[config.mk]
export PLATFORM = sky130hd
export DESIGN_NAME = tone_detector
export DESIGN_NICKNAME = d
export VERILOG_FILES = /design/src/rtl/tone_detector_pkg.sv /design/src/rtl/tone_pitch_rom.sv /design/src/rtl/tone_detector.sv
export SDC_FILE = /design/constraint.sdc
export NUM_CORES = 1
export LEC_CHECK = 0
export CORE_UTILIZATION = 24
export CTS_BUF_LIST = sky130_fd_sc_hd__clkbuf_4
export DETAILED_ROUTE_END_ITERATION = 10
export DONT_BUFFER_PORTS = 1
export GPL_TIMING_DRIVEN = 1
export HOLD_SLACK_MARGIN = 0.03
export PLACE_DENSITY = 0.39
export SYNTH_ARGS = -nofsm -noshare
export SYNTH_HDL_FRONTEND = slang
export SYNTH_SLANG_ARGS = --single-unit
[constraint.sdc]
create_clock -name clock_in -period 20.5 [get_ports clock_in]
set_input_delay 4.1 -clock clock_in [delete_from_list [all_inputs] [get_ports clock_in]]
set_output_delay 4.1 -clock clock_in [all_outputs]
set_load 0.02 [all_outputs]
[src/rtl/tone_detector_pkg.sv]
// Shared definitions for the tone detector: note codes, FSM states
// and the half-period pitch table (in clock_in cycles).
package tone_detector_pkg;

    localparam logic [4:0] NOTE_NONE = 5'd0;
    localparam logic [4:0] NOTE_MIN  = 5'd7;
    localparam logic [4:0] NOTE_MAX  = 5'd25;
    localparam logic [4:0] NOTE_HOLD = 5'd31;

    localparam logic [18:0] P_7  = 19'd191116;
    localparam logic [18:0] P_8  = 19'd180388;
    localparam logic [18:0] P_9  = 19'd170264;
    localparam logic [18:0] P_10 = 19'd160709;
    localparam logic [18:0] P_11 = 19'd151689;
    localparam logic [18:0] P_12 = 19'd143176;
    localparam logic [18:0] P_13 = 19'd135135;
    localparam logic [18:0] P_14 = 19'd127551;
    localparam logic [18:0] P_15 = 19'd120394;
    localparam logic [18:0] P_16 = 19'd113636;
    localparam logic [18:0] P_17 = 19'd107259;
    localparam logic [18:0] P_18 = 19'd101239;
    localparam logic [18:0] P_19 = 19'd95554;
    localparam logic [18:0] P_20 = 19'd90194;
    localparam logic [18:0] P_21 = 19'd85132;
    localparam logic [18:0] P_22 = 19'd80352;
    localparam logic [18:0] P_23 = 19'd75842;
    localparam logic [18:0] P_24 = 19'd71586;
    localparam logic [18:0] P_25 = 19'd67569;

    typedef enum logic [1:0] {
        ST_IDLE  = 2'd0,
        ST_ARMED = 2'd1,
        ST_SCAN  = 2'd2
    } state_e;

    // |a - b| without wrap, both operands unsigned 20-bit
    function automatic logic [19:0] abs_diff(input logic [19:0] a,
                                             input logic [19:0] b);
        return (a >= b) ? (a - b) : (b - a);
    endfunction

endpackage

[src/rtl/tone_pitch_rom.sv]
// Pitch table lookup: note index -> generator period P.
// Indices outside NOTE_MIN..NOTE_MAX return 0.
module tone_pitch_rom
    import tone_detector_pkg::*;
(
    input  logic [4:0]  index_i,
    output logic [18:0] p_o
);

    // Pure combinational table
    always_comb begin
        p_o = '0;
        case (index_i)
            5'd7:    p_o = P_7;
            5'd8:    p_o = P_8;
            5'd9:    p_o = P_9;
            5'd10:   p_o = P_10;
            5'd11:   p_o = P_11;
            5'd12:   p_o = P_12;
            5'd13:   p_o = P_13;
            5'd14:   p_o = P_14;
            5'd15:   p_o = P_15;
            5'd16:   p_o = P_16;
            5'd17:   p_o = P_17;
            5'd18:   p_o = P_18;
            5'd19:   p_o = P_19;
            5'd20:   p_o = P_20;
            5'd21:   p_o = P_21;
            5'd22:   p_o = P_22;
            5'd23:   p_o = P_23;
            5'd24:   p_o = P_24;
            5'd25:   p_o = P_25;
            default: p_o = '0;
        endcase
    end

endmodule

[src/rtl/tone_detector.sv]
// Square-wave half-period meter that classifies the measured period
// against the pitch table and debounces the result into a note code.
module tone_detector
    import tone_detector_pkg::*;
#(
    parameter int TOL_SHIFT    = 6,
    parameter int STABLE_COUNT = 4,
    parameter int TIMEOUT      = 400000,
    // Scales the pitch table down (P >> PITCH_SHIFT) for slower clocks
    parameter int PITCH_SHIFT  = 0
) (
    input  logic       clock_in,
    input  logic       reset,
    input  logic       enable,
    input  logic       tone_in,
    output logic [4:0] note,
    output logic       note_valid,
    output logic       locked
);

    localparam int CW = $clog2(STABLE_COUNT + 1);
    localparam logic [18:0]   TMO    = 19'(TIMEOUT);
    localparam logic [CW-1:0] STABLE = CW'(STABLE_COUNT);

    logic          sync1_q, sync2_q, prev_q;
    logic          edge_s;
    logic [18:0]   cnt_q, cnt_d;
    logic          timeout_s;

    state_e        state_q, state_d;
    logic [18:0]   h_q, h_d;
    logic [4:0]    idx_q, idx_d;
    logic          found_q, found_d;
    logic [4:0]    res_q, res_d;
    logic [4:0]    cand_q, cand_d;
    logic [CW-1:0] mc_q, mc_d;
    logic [4:0]    note_q, note_d;
    logic          valid_q, valid_d;
    logic          locked_q, locked_d;

    logic [18:0]   rom_p;
    logic [18:0]   p_s;
    logic [19:0]   ref_s;
    logic [19:0]   tol_s;
    logic          hit_s;
    logic [4:0]    scan_res_s;

    tone_pitch_rom u_rom (
        .index_i (idx_q),
        .p_o     (rom_p)
    );

    // Input synchroniser plus one stage for edge detection
    always_ff @(posedge clock_in or posedge reset) begin
        if (reset) begin
            sync1_q <= 1'b0;
            sync2_q <= 1'b0;
            prev_q  <= 1'b0;
        end else begin
            sync1_q <= tone_in;
            sync2_q <= sync1_q;
            prev_q  <= sync2_q;
        end
    end

    assign edge_s = sync2_q ^ prev_q;

    // Half-period counter: restart on edge, saturate at TIMEOUT
    always_comb begin
        cnt_d = cnt_q;
        if (!enable) begin
            cnt_d = '0;
        end else if (edge_s) begin
            cnt_d = 19'd1;
        end else if (cnt_q != TMO) begin
            cnt_d = cnt_q + 19'd1;
        end
    end

    // A coincident edge beats the timeout
    assign timeout_s = enable && !edge_s && (cnt_q == TMO);

    // Current table entry vs the latched half-period
    assign p_s   = rom_p >> PITCH_SHIFT;
    assign ref_s = {1'b0, p_s} + 20'd1;
    assign tol_s = {1'b0, p_s >> TOL_SHIFT};
    assign hit_s = abs_diff({1'b0, h_q}, ref_s) <= tol_s;

    // Final scan verdict, valid on the last scan cycle
    assign scan_res_s = found_q ? res_q : (hit_s ? idx_q : NOTE_NONE);

    // Next-state: FSM, table scan, debounce and note update
    always_comb begin
        state_d  = state_q;
        h_d      = h_q;
        idx_d    = idx_q;
        found_d  = found_q;
        res_d    = res_q;
        cand_d   = cand_q;
        mc_d     = mc_q;
        note_d   = note_q;
        valid_d  = 1'b0;
        locked_d = locked_q;

        if (!enable || timeout_s) begin
            state_d = ST_IDLE;
            cand_d  = NOTE_NONE;
            mc_d    = '0;
            if (note_q != NOTE_NONE) begin
                note_d   = NOTE_NONE;
                valid_d  = 1'b1;
                locked_d = 1'b0;
            end
        end else begin
            unique case (state_q)
                ST_IDLE: begin
                    if (edge_s) begin
                        state_d = ST_ARMED;
                    end
                end
                ST_ARMED: begin
                    if (edge_s) begin
                        h_d     = cnt_q;
                        idx_d   = NOTE_MIN;
                        found_d = 1'b0;
                        res_d   = NOTE_NONE;
                        state_d = ST_SCAN;
                    end
                end
                ST_SCAN: begin
                    if (!found_q && hit_s) begin
                        found_d = 1'b1;
                        res_d   = idx_q;
                    end
                    if (idx_q == NOTE_MAX) begin
                        state_d = ST_ARMED;
                        if (scan_res_s == cand_q) begin
                            if (mc_q != STABLE) begin
                                mc_d = mc_q + CW'(1);
                            end
                        end else begin
                            cand_d = scan_res_s;
                            mc_d   = CW'(1);
                        end
                    end else begin
                        idx_d = idx_q + 5'd1;
                    end
                end
                default: state_d = ST_IDLE;
            endcase

            if (mc_q == STABLE && cand_q != note_q) begin
                note_d   = cand_q;
                valid_d  = 1'b1;
                locked_d = (cand_q != NOTE_NONE);
            end
        end
    end

    // State and datapath registers
    always_ff @(posedge clock_in or posedge reset) begin
        if (reset) begin
            cnt_q    <= '0;
            state_q  <= ST_IDLE;
            h_q      <= '0;
            idx_q    <= '0;
            found_q  <= 1'b0;
            res_q    <= '0;
            cand_q   <= '0;
            mc_q     <= '0;
            note_q   <= '0;
            valid_q  <= 1'b0;
            locked_q <= 1'b0;
        end else begin
            cnt_q    <= cnt_d;
            state_q  <= state_d;
            h_q      <= h_d;
            idx_q    <= idx_d;
            found_q  <= found_d;
            res_q    <= res_d;
            cand_q   <= cand_d;
            mc_q     <= mc_d;
            note_q   <= note_d;
            valid_q  <= valid_d;
            locked_q <= locked_d;
        end
    end

    assign note       = note_q;
    assign note_valid = valid_q;
    assign locked     = locked_q;

endmodule
==> impl_metrics.env, run 1 <==
export IMPL_status="completed"
export IMPL_dieArea_sq_mm=0.0290
export IMPL_hold_viol_final=0
export IMPL_skew_ns=0.0180
export IMPL_fin_nets=917
export IMPL_clock_latency_ns=0.46
export IMPL_async_reset_ff_share_pct=100
export IMPL_dr_pass1_iters=5
export IMPL_design_area_sq_mm=0.00728
export IMPL_dp_cells=1211
export IMPL_synth_top_family_by_area="compound AO/OA/AOI/OAI gates"
export IMPL_ios=11
export IMPL_final_util_pct=26.2
export IMPL_avgSynthCellArea_sq_um=7.78
export IMPL_htreeDepth=3
export IMPL_syn_cell_area_sq_mm=0.00679
export IMPL_cts_sinks=69
export IMPL_synth_fa_ha_area_share_pct=12.9
export IMPL_core_area_sq_mm=0.0278
export IMPL_setup_viol=0
export IMPL_post_route_min_period_ns=8.42
export IMPL_worstSetupPathType="reg2reg"
export IMPL_area_growth_pct=7.17
export IMPL_synth_cell_types=84
export IMPL_antenna_found_initial=1
export IMPL_cts_buffers=9
export IMPL_num_rows=61
export IMPL_cts_resized_gates=0
export IMPL_max_freq_mhz=119
export IMPL_cts_tree="built"
export IMPL_yosys_register_bits=69
export IMPL_finalMaxSlewViolations=0
export IMPL_clockBufferDepth=2
export IMPL_clk_pin_slew_ns=0.14
export IMPL_maxSlewHeadroom_pct=41.9
export IMPL_routed_via_density=4.99
export IMPL_synthCells=873
export IMPL_syn_nets=946
export IMPL_dpl_hpwl_mm=17.4
export IMPL_synth_simple_area_share_pct=21.0
export IMPL_routed_wl_mm=22.1
export IMPL_final_cell_count_no_fill=1228
export IMPL_grt_start_max_net_pins=48
export IMPL_cts_root_buf="clkbuf_4"
export IMPL_grt_usage_pct=16.0
export IMPL_period_share_pct=41.1
export IMPL_required_ns=20.86
export IMPL_synth_enable_flop_cells=0
export IMPL_wire_per_inst_microns=18.0
export IMPL_post_cts_setup_buffers=0
export IMPL_drive_gt1_share_pct=6.12
export IMPL_critPathSlowestCell="dfrtp_1"
export IMPL_end_kind="register"
export IMPL_place_area_sq_mm=0.00709
export IMPL_synth_top_area_share_pct=25.4
export IMPL_first_global_vias=5836
export IMPL_grt_overflow=0
export IMPL_ys_flop_type="dfrtp_1"
export IMPL_start_util_pct=24.5
export IMPL_synthMuxAreaShare_pct=1.93
export IMPL_cp_start_kind="register"
export IMPL_die_x_microns=170
export IMPL_hold_buffers=0
export IMPL_worstMarginPinSlew_ns=0.871
export IMPL_synth_common_cells="nand2_1 (112), o21ai_0 (90), dfrtp_1 (69)"
export IMPL_rsz0062_at_grt="false"
export IMPL_portBuffers=0
export IMPL_synth_area_leaders="dfrtp_1 (25%), ha_1 (12%), o21ai_0 (6.6%)"
export IMPL_synth_compound_area_share_pct=25.5
export IMPL_tns_ns=0
export IMPL_die_h_microns=170
export IMPL_synth_yosys_seq_area_share_pct=25.4
export IMPL_vias=6125
export IMPL_cpPeakStageDelay_ns=0.55
export IMPL_drtIter0Drc=534
export IMPL_drcViolationCount=0
export IMPL_grt_pass1_wl_mm=35.1
export IMPL_cap_violations=0
export IMPL_ant_nets=0
export IMPL_ys_warn_count=0
export IMPL_yosysMostFrequentCell="nand2_1"
export IMPL_n_fill_cell=3093
export IMPL_synth_xor_area_share_pct=6.32
export IMPL_gp_congestion=0.838
export IMPL_cp_max_fo=17
export IMPL_cpMostUsedCell="ha_1"
export IMPL_synth_area_leader_cell="dfrtp_1"
export IMPL_hold_class="reg2reg"
export IMPL_critPathArrivalTime_ns=8.78
## worst max-delay path: cells and delay by family, from the launching register on
family / cells / cell delay, ns
compound gates: 14 / 3.53
xor+xnor: 2 / 0.30
simple gates: 8 / 1.70
fa+ha+maj: 4 / 1.32
mux: 2 / 0.56
buf+inv: 1 / 0.34
flops: 1 / 0.55
## logic make-up (layout without fill, tap and decap cells)
family	Yosys count	count (layout)
other	2	3
DFF	69	69
buffers and inverters	110	86
xor gates and xnor gates	49	49
AOI/OAI and AO/OA	268	268
adders and majority gates	69	69
and+or+nand+nor	293	293
muxes	13	13
## layout by cell type (no fill, tap or decap), drive strengths merged, types with 6 or more instances in the layout
master,n
o31ai,11
nand2,113
mux2i,12
and3,7
o22ai,11
a21boi,6
or3,8
nor3,8
nand4,14
a21o,10
a211oi,6
nor2,62
nor2b,12
a21oi,69
a31oi,6
xor2,21
a221oi,6
nand3,28
ha,67
xnor2,28
clkbuf,10
or4,6
o211ai,8
nor4,7
dfrtp,69
o21ai,94
inv,64
## per-layer routing
metal	part of all wire [%]	track usage [%]
met2	45	25.0
met5	0	0
met1	50	22.8
met4	1.7	3.88
met3	3.2	2.30
## stage by stage
stage / hold slack [ns] / worst slack [ns]
global route: 0.370 / 11.21
global placement: 0.340 / 12.38
detailed placement: 0.337 / 12.18
floorplan: 0.331 / 13.48
CTS: 0.367 / 12.17
finish: 0.363 / 12.08
## state kept, by name, summed over array words and instances (netlist names)
| signal | flops |
|---|---|
| h_q | 19 |
| locked | 1 |
| note | 5 |
| prev_q | 1 |
| res_q | 5 |
| note_valid | 1 |
| sync1_q | 1 |
| mc_q | 3 |
| found_q | 1 |
| cnt_q | 19 |
| sync2_q | 1 |
| idx_q | 5 |
| cand_q | 5 |
| state_q | 2 |
## worst paths after layout
path                       startpoint        end  slack (ns)  depth (start not counted)
hold / removal                sync1_q    sync2_q        0.36                          0
hold reg to reg               sync1_q    sync2_q        0.36                          0
setup / recovery             idx_q[1]  cand_q[0]       12.08                         31
max in group asynchronous       reset   cnt_q[4]       16.03                          2
min in group asynchronous       reset    note[3]        3.48                          1
setup reg to reg             idx_q[1]  cand_q[0]       12.08                         31
## final cells by class
type / count / area, sq um / area share (%)
repair buffers: 5 / 37.5 / 0.516
clock buffers: 10 / 75.1 / 1.03
flip-flops and latches: 69 / 1730 / 23.7
clock inverters: 6 / 111 / 1.53
inverters: 65 / 245 / 3.37
diodes: 1 / 2.50 / 0.0344
multi-input cells: 694 / 4610 / 63.3
well taps: 378 / 473 / 6.50
Power of run 1 is left out: the tool's default activity adds up to more than one toggle a clock period on the data nets, which glitch-free logic cannot reach.
==> run 2, diff against run 1 <==
Settings changed: ABC_AREA from default to 1, PLACE_DENSITY 0.39 to 0.4.
Clock period 20.5 ns to 6.96 ns, I/O delays scaled along.
==> run 2 against run 1 <==
Effect of this change:
- global-route usage fell by 0.62 points
- first-iteration DRC count fell by 33%
- synthesized cell count rose by 27%
- maximum frequency rose by 31%
- core utilization rose by 2.3 points
- via count rose by 11%
==> impl_metrics.env, run 2 <==
export IMPL_grt_usage_pct=15.3
export IMPL_drtIter0Drc=360
export IMPL_n_fill_cell=3244
export IMPL_first_global_vias=6511
export IMPL_ys_flop_type="dfrtp_1"
export IMPL_synth_cell_types=49
export IMPL_whs_path_depth=0
export IMPL_cts_sinks=69
export IMPL_final_common_cell="nand2_1"
export IMPL_area_growth_pct=17.0
export IMPL_routed_via_density=4.38
export IMPL_final_util_pct=28.5
export IMPL_ios=11
export IMPL_synth_yosys_seq_area_share_pct=24.8
export IMPL_start_util_pct=24.3
export IMPL_antenna_found_initial=1
export IMPL_hold_viol_final=0
export IMPL_yosys_register_bits=69
export IMPL_avgSynthCellArea_sq_um=6.26
export IMPL_num_rows=62
export IMPL_clock_latency_ns=0.45
export IMPL_finalMaxSlewViolations=0
export IMPL_synth_enable_flop_cells=0
export IMPL_dr_pass1_iters=4
export IMPL_cap_violations=0
export IMPL_max_freq_mhz=156
export IMPL_synth_top_area_share_pct=24.8
export IMPL_setup_viol=0
export IMPL_r2r_cells=43
export IMPL_post_route_min_period_ns=6.42
export IMPL_worstSetupPathType="reg2reg"
export IMPL_final_cell_mix="nand2_1 (340), inv_1 (207), nor2_1 (81)"
export IMPL_syn_cell_area_sq_mm=0.00697
export IMPL_synth_common_cells="nand2_1 (344), inv_1 (211), nor2_1 (87)"
export IMPL_synthCells=1113
export IMPL_synth_area_leader_cell="dfrtp_1"
export IMPL_cp_startpoint="idx_q[2]"
export IMPL_htreeDepth=3
export IMPL_ys_warn_count=0
export IMPL_r2r_start="idx_q[2]"
export IMPL_ant_nets=0
export IMPL_grt_overflow=0
export IMPL_drive_gt1_share_pct=13.7
export IMPL_cp_start_kind="register"
export IMPL_rr_endpoint="cand_q[3]"
export IMPL_period_share_pct=92.2
export IMPL_clk_pin_slew_ns=0.14
export IMPL_yosysMostFrequentCell="nand2_1"
export IMPL_cp_max_fo=14
export IMPL_skew_ns=0.0294
export IMPL_r2r_setup_slack_ns=0.54
export IMPL_end_kind="register"
export IMPL_min_delay_start="sync1_q"
export IMPL_syn_nets=1186
export IMPL_cp_num_buf_inv=11
export IMPL_wire_per_inst_microns=14.1
export IMPL_cts_buffers=9
export IMPL_critPathArrivalTime_ns=6.79
export IMPL_clockBufferDepth=2
export IMPL_required_ns=7.33
export IMPL_cts_root_buf="clkbuf_4"
export IMPL_cpPeakStageDelay_ns=0.57
export IMPL_min_to="sync2_q"
export IMPL_core_area_sq_mm=0.0286
export IMPL_portBuffers=0
export IMPL_dieArea_sq_mm=0.0297
export IMPL_worstMarginPinSlew_ns=0.966
export IMPL_gp_congestion=0.884
export IMPL_async_reset_ff_share_pct=100
export IMPL_maxSlewHeadroom_pct=35.6
export IMPL_cp_top_family="simple AND/OR/NAND/NOR gates"
export IMPL_grt_pass1_wl_mm=34.8
export IMPL_hold_buffers=0
export IMPL_hold_class="reg2reg"
export IMPL_die_h_microns=172
export IMPL_drcViolationCount=0
export IMPL_critPathSlowestCell="dfrtp_2"
export IMPL_synth_area_leaders="dfrtp_1 (25%), nand2_1 (19%), ha_1 (12%)"
export IMPL_grt_start_max_net_pins=70
export IMPL_cts_tree="built"
export IMPL_dpl_hpwl_mm=18.1
export IMPL_fin_nets=1238
export IMPL_cpMostUsedCell="nand2_1"
export IMPL_routed_wl_mm=22.0
export IMPL_status="completed"
export IMPL_vias=6821
export IMPL_die_x_microns=172
export IMPL_largestRegisters="cnt_q x19, h_q x19"
## run 2: changes by cell type in the layout (fill, tap and decap cells not counted), moves of 23 or more
cell / before / now
nand2_1: 112 / 340
buf_4: 5 / 54
a21oi_1: 64 / 38
xnor2_1: 28 / 5
nand3_1: 28 / 58
o21ai_0: 90 / 65
inv_1: 64 / 207
## run 2: cells by family after synthesis
kind of cell / count (synthesis) / synth area share, %
other: 2 / 0.108
AOI/OAI and AO/OA: 150 / 12.0
adders and majority gates: 69 / 12.6
DFF: 69 / 24.8
muxes: 1 / 0.144
and+or+nand+nor: 559 / 34.4
xor gates and xnor gates: 23 / 2.89
buffers and inverters: 240 / 13.1
## run 2: metal layers
layer  routed length, microns  GRT usage (%)  up-vias
met5                        0              0        -
li1                         -              -     3596
met2                    10500           25.9       90
met1                    10800           21.1     3125
met4                      185           3.31        0
met3                      530           1.33       10
## run 2: worst register-to-register path, delay by kind of cell (launching register included)
kind / cells / cell delay (ns)
simple gates: 23 / 2.50
buf+inv: 11 / 1.33
compound gates: 6 / 1.13
fa+ha+maj: 2 / 0.68
flops: 1 / 0.57
xor+xnor: 1 / 0.14
## run 2: cell type report
class	count	area, sq um	area share, %
Sequential cell	69	1730	21.2
Inverter	224	842	10.3
Antenna cell	2	5.00	0.0614
Timing Repair Buffer	56	437	5.36
Tap cell	384	480	5.89
Clock buffer	10	75.1	0.921
Clock inverter	6	63.8	0.783
Multi-Input combinational cell	805	4520	55.4
## run 2: stage by stage
| stage | setup TNS (ns) | std cells | worst slack, ns | hold slack, ns | cell area (sq um) |
|---|---|---|---|---|---|
| 2_1_floorplan | 0 | 1113 | 0.922 | 0.331 | 6970 |
| 3_3_place_gp | 0 | 1527 | 0.279 | 0.336 | 7740 |
| 3_5_place_dp | 0 | 1527 | 0.267 | 0.337 | 7740 |
| 4_1_cts | 0 | 1543 | 0.198 | 0.366 | 7880 |
| 5_1_grt | -0.00167 | 1556 | -0.00167 | 0.369 | 8150 |
| 6_report | 0 | 1556 | 0.543 | 0.363 | 8150 |
## run 2: worst max-delay path by stage
stage / endpoint / slack [ns] / depth (start not counted)
after global routing: cand_q[3] / -0.002 / 49
after global placement: cand_q[3] / 0.28 / 43
final: cand_q[3] / 0.54 / 43
after detailed placement: cand_q[3] / 0.27 / 50
after CTS: cand_q[3] / 0.20 / 50
after floorplan: cand_q[0] / 0.92 / 46
## run 2: repair_timing
action | in CTS | in global routing
setup endpoints to repair | 0 | 14
gates resized for setup | 0 | 51
setup buffers | 0 | 10
Power of run 2 is left out for the same reason.
==> run 3, diff against run 2 <==
Settings changed: CORE_MARGIN from default to 5.
==> run 3 against run 2 <==
Effect of this change:
- routed wire length grew 0.95%
- worst hold slack gained 0.011 ns
- sequential share of layout area is essentially flat
- first-iteration DRC count grew 3.9%
- die area grew 9.5%
- count of clock-buffer cells in the layout shrank 1
- setup slack gained 0.015 ns
- highest routed layer unchanged
==> impl_metrics.env, run 3 (synthesis gave the netlist of run 2 again) <==
export IMPL_start_util_pct=24.3
export IMPL_hold_viol_final=0
export IMPL_hold_buffers=0
export IMPL_status="completed"
export IMPL_wl_met2_mm=9.97
export IMPL_routed_wl_mm=22.2
export IMPL_whs_path_depth=0
export IMPL_setup_viol=0
export IMPL_cts_sinks=69
export IMPL_grt_pass1_wl_mm=35.1
export IMPL_routed_via_density=4.32
export IMPL_largestRegisters="cnt_q x19, h_q x19"
export IMPL_worstSetupPathType="reg2reg"
export IMPL_regArea_sq_mm=0.00173
export IMPL_ant_nets=0
export IMPL_cts_buffers=9
export IMPL_grt_start_max_net_pins=70
export IMPL_num_rows=62
export IMPL_gp_congestion=0.876
export IMPL_portBuffers=0
export IMPL_die_x_microns=180
export IMPL_area_growth_pct=17.1
export IMPL_clock_latency_ns=0.45
export IMPL_cts_root_buf="clkbuf_4"
export IMPL_max_freq_mhz=156
export IMPL_drive_gt1_share_pct=13.1
export IMPL_cts_tree="built"
export IMPL_cap_violations=0
export IMPL_htreeDepth=3
export IMPL_tns_ns=0
export IMPL_period_share_pct=92.0
export IMPL_n_fill_cell=3278
export IMPL_finalMaxSlewViolations=0
export IMPL_antenna_found_initial=1
export IMPL_dieArea_sq_mm=0.0325
export IMPL_dr_pass1_iters=6
export IMPL_multi_input_comb_area_sq_mm=0.00451
export IMPL_post_route_min_period_ns=6.40
export IMPL_hold_class="reg2reg"
export IMPL_worstMarginPinSlew_ns=0.984
export IMPL_core_area_sq_mm=0.0287
export IMPL_wl_met3_microns=584
export IMPL_clk_pin_slew_ns=0.13
export IMPL_wire_per_inst_microns=14.2
export IMPL_r2r_cells=47
export IMPL_end_kind="register"
export IMPL_skew_ns=0.0273
export IMPL_ios=11
export IMPL_critPathArrivalTime_ns=6.78
export IMPL_dpl_hpwl_mm=18.1
export IMPL_grt_overflow=0
export IMPL_fin_nets=1240
export IMPL_clockBufferDepth=2
export IMPL_cpMostUsedCell="nand2_1"
export IMPL_final_common_cell="nand2_1"
export IMPL_cp_max_fo=7
export IMPL_cpPeakStageDelay_ns=0.38
export IMPL_die_h_microns=180
export IMPL_first_global_vias=6494
export IMPL_maxSlewHeadroom_pct=34.4
export IMPL_drtIter0Drc=374
export IMPL_cp_start_kind="register"
export IMPL_routed_top_layer="met4"
export IMPL_rsz0062_at_grt="false"
export IMPL_final_cell_mix="nand2_1 (340), inv_1 (207), nor2_1 (80)"
export IMPL_grt_usage_pct=13.4
export IMPL_drcViolationCount=0
export IMPL_critPathSlowestCell="dfrtp_1"
export IMPL_required_ns=7.34
export IMPL_wl_met1_mm=11.2
export IMPL_vias=6723
-- run 3: cell types whose count changed in the layout (fill, tap and decap cells not counted), sizes merged --
cell	previous run	this run
diode	2	1
bufinv	1	2
buf	56	58
clkinv	5	6
clkinvlp	2	1
clkbuf	10	9
-- run 3: worst paths after layout --
kind | from | to | slack, ns
max | idx_q[0] | cand_q[1] | 0.56
max in group asynchronous | reset | idx_q[2] | 5.15
min in group asynchronous | reset | cnt_q[14] | 1.12
max reg2reg | idx_q[0] | cand_q[1] | 0.56
min | sync1_q | sync2_q | 0.37
min reg2reg | sync1_q | sync2_q | 0.37
-- run 3: metal layers --
layer  track usage (%)  vias to the layer above
li1                  -                     3598
met1              19.2                     3019
met2              21.2                       81
met3              1.53                       25
met4              3.93                        0
met5                 0                        -
-- run 3: repair_timing --
item,CTS,global route
setup endpoints to repair,0,13
setup buffers,0,10
resized for setup,0,44
-- run 3: worst max-delay path: cells and delay by family (launching register included) --
kind                     cells  cell delay (ns)
AO/OA/AOI/OAI                9             1.62
XOR/XNOR                     1             0.24
adder cells (fa/ha/maj)      4             0.82
buffers and inverters       11             1.08
flip-flops                   1             0.38
AND/OR/NAND/NOR             22             2.18
-- run 3: area by class of cell --
class                      instances  share of cell area (%)
timing repair buffer              58                    5.47
inverter                         224                    10.3
tap                              384                    5.89
clock inverter                     7                    1.10
clock buffer                       9                   0.828
antenna                            1                  0.0307
multi-input combinational        805                    55.2
sequential                        69                    21.2
-- run 3: per-stage QoR --
step           instance area, sq um  hold WS [ns]  utilization, %  worst slack (ns)  instances
2_1_floorplan                  6970         0.331               -             0.922       1113
3_3_place_gp                   7740         0.359            27.0             0.272       1529
3_5_place_dp                   7740         0.357            27.0             0.227       1529
4_1_cts                        7900         0.387            27.5             0.161       1545
5_1_grt                        8160         0.416            28.4            0.0273       1557
6_report                       8160         0.375            28.4             0.558       1557
Power of run 3 is left out for the same reason.
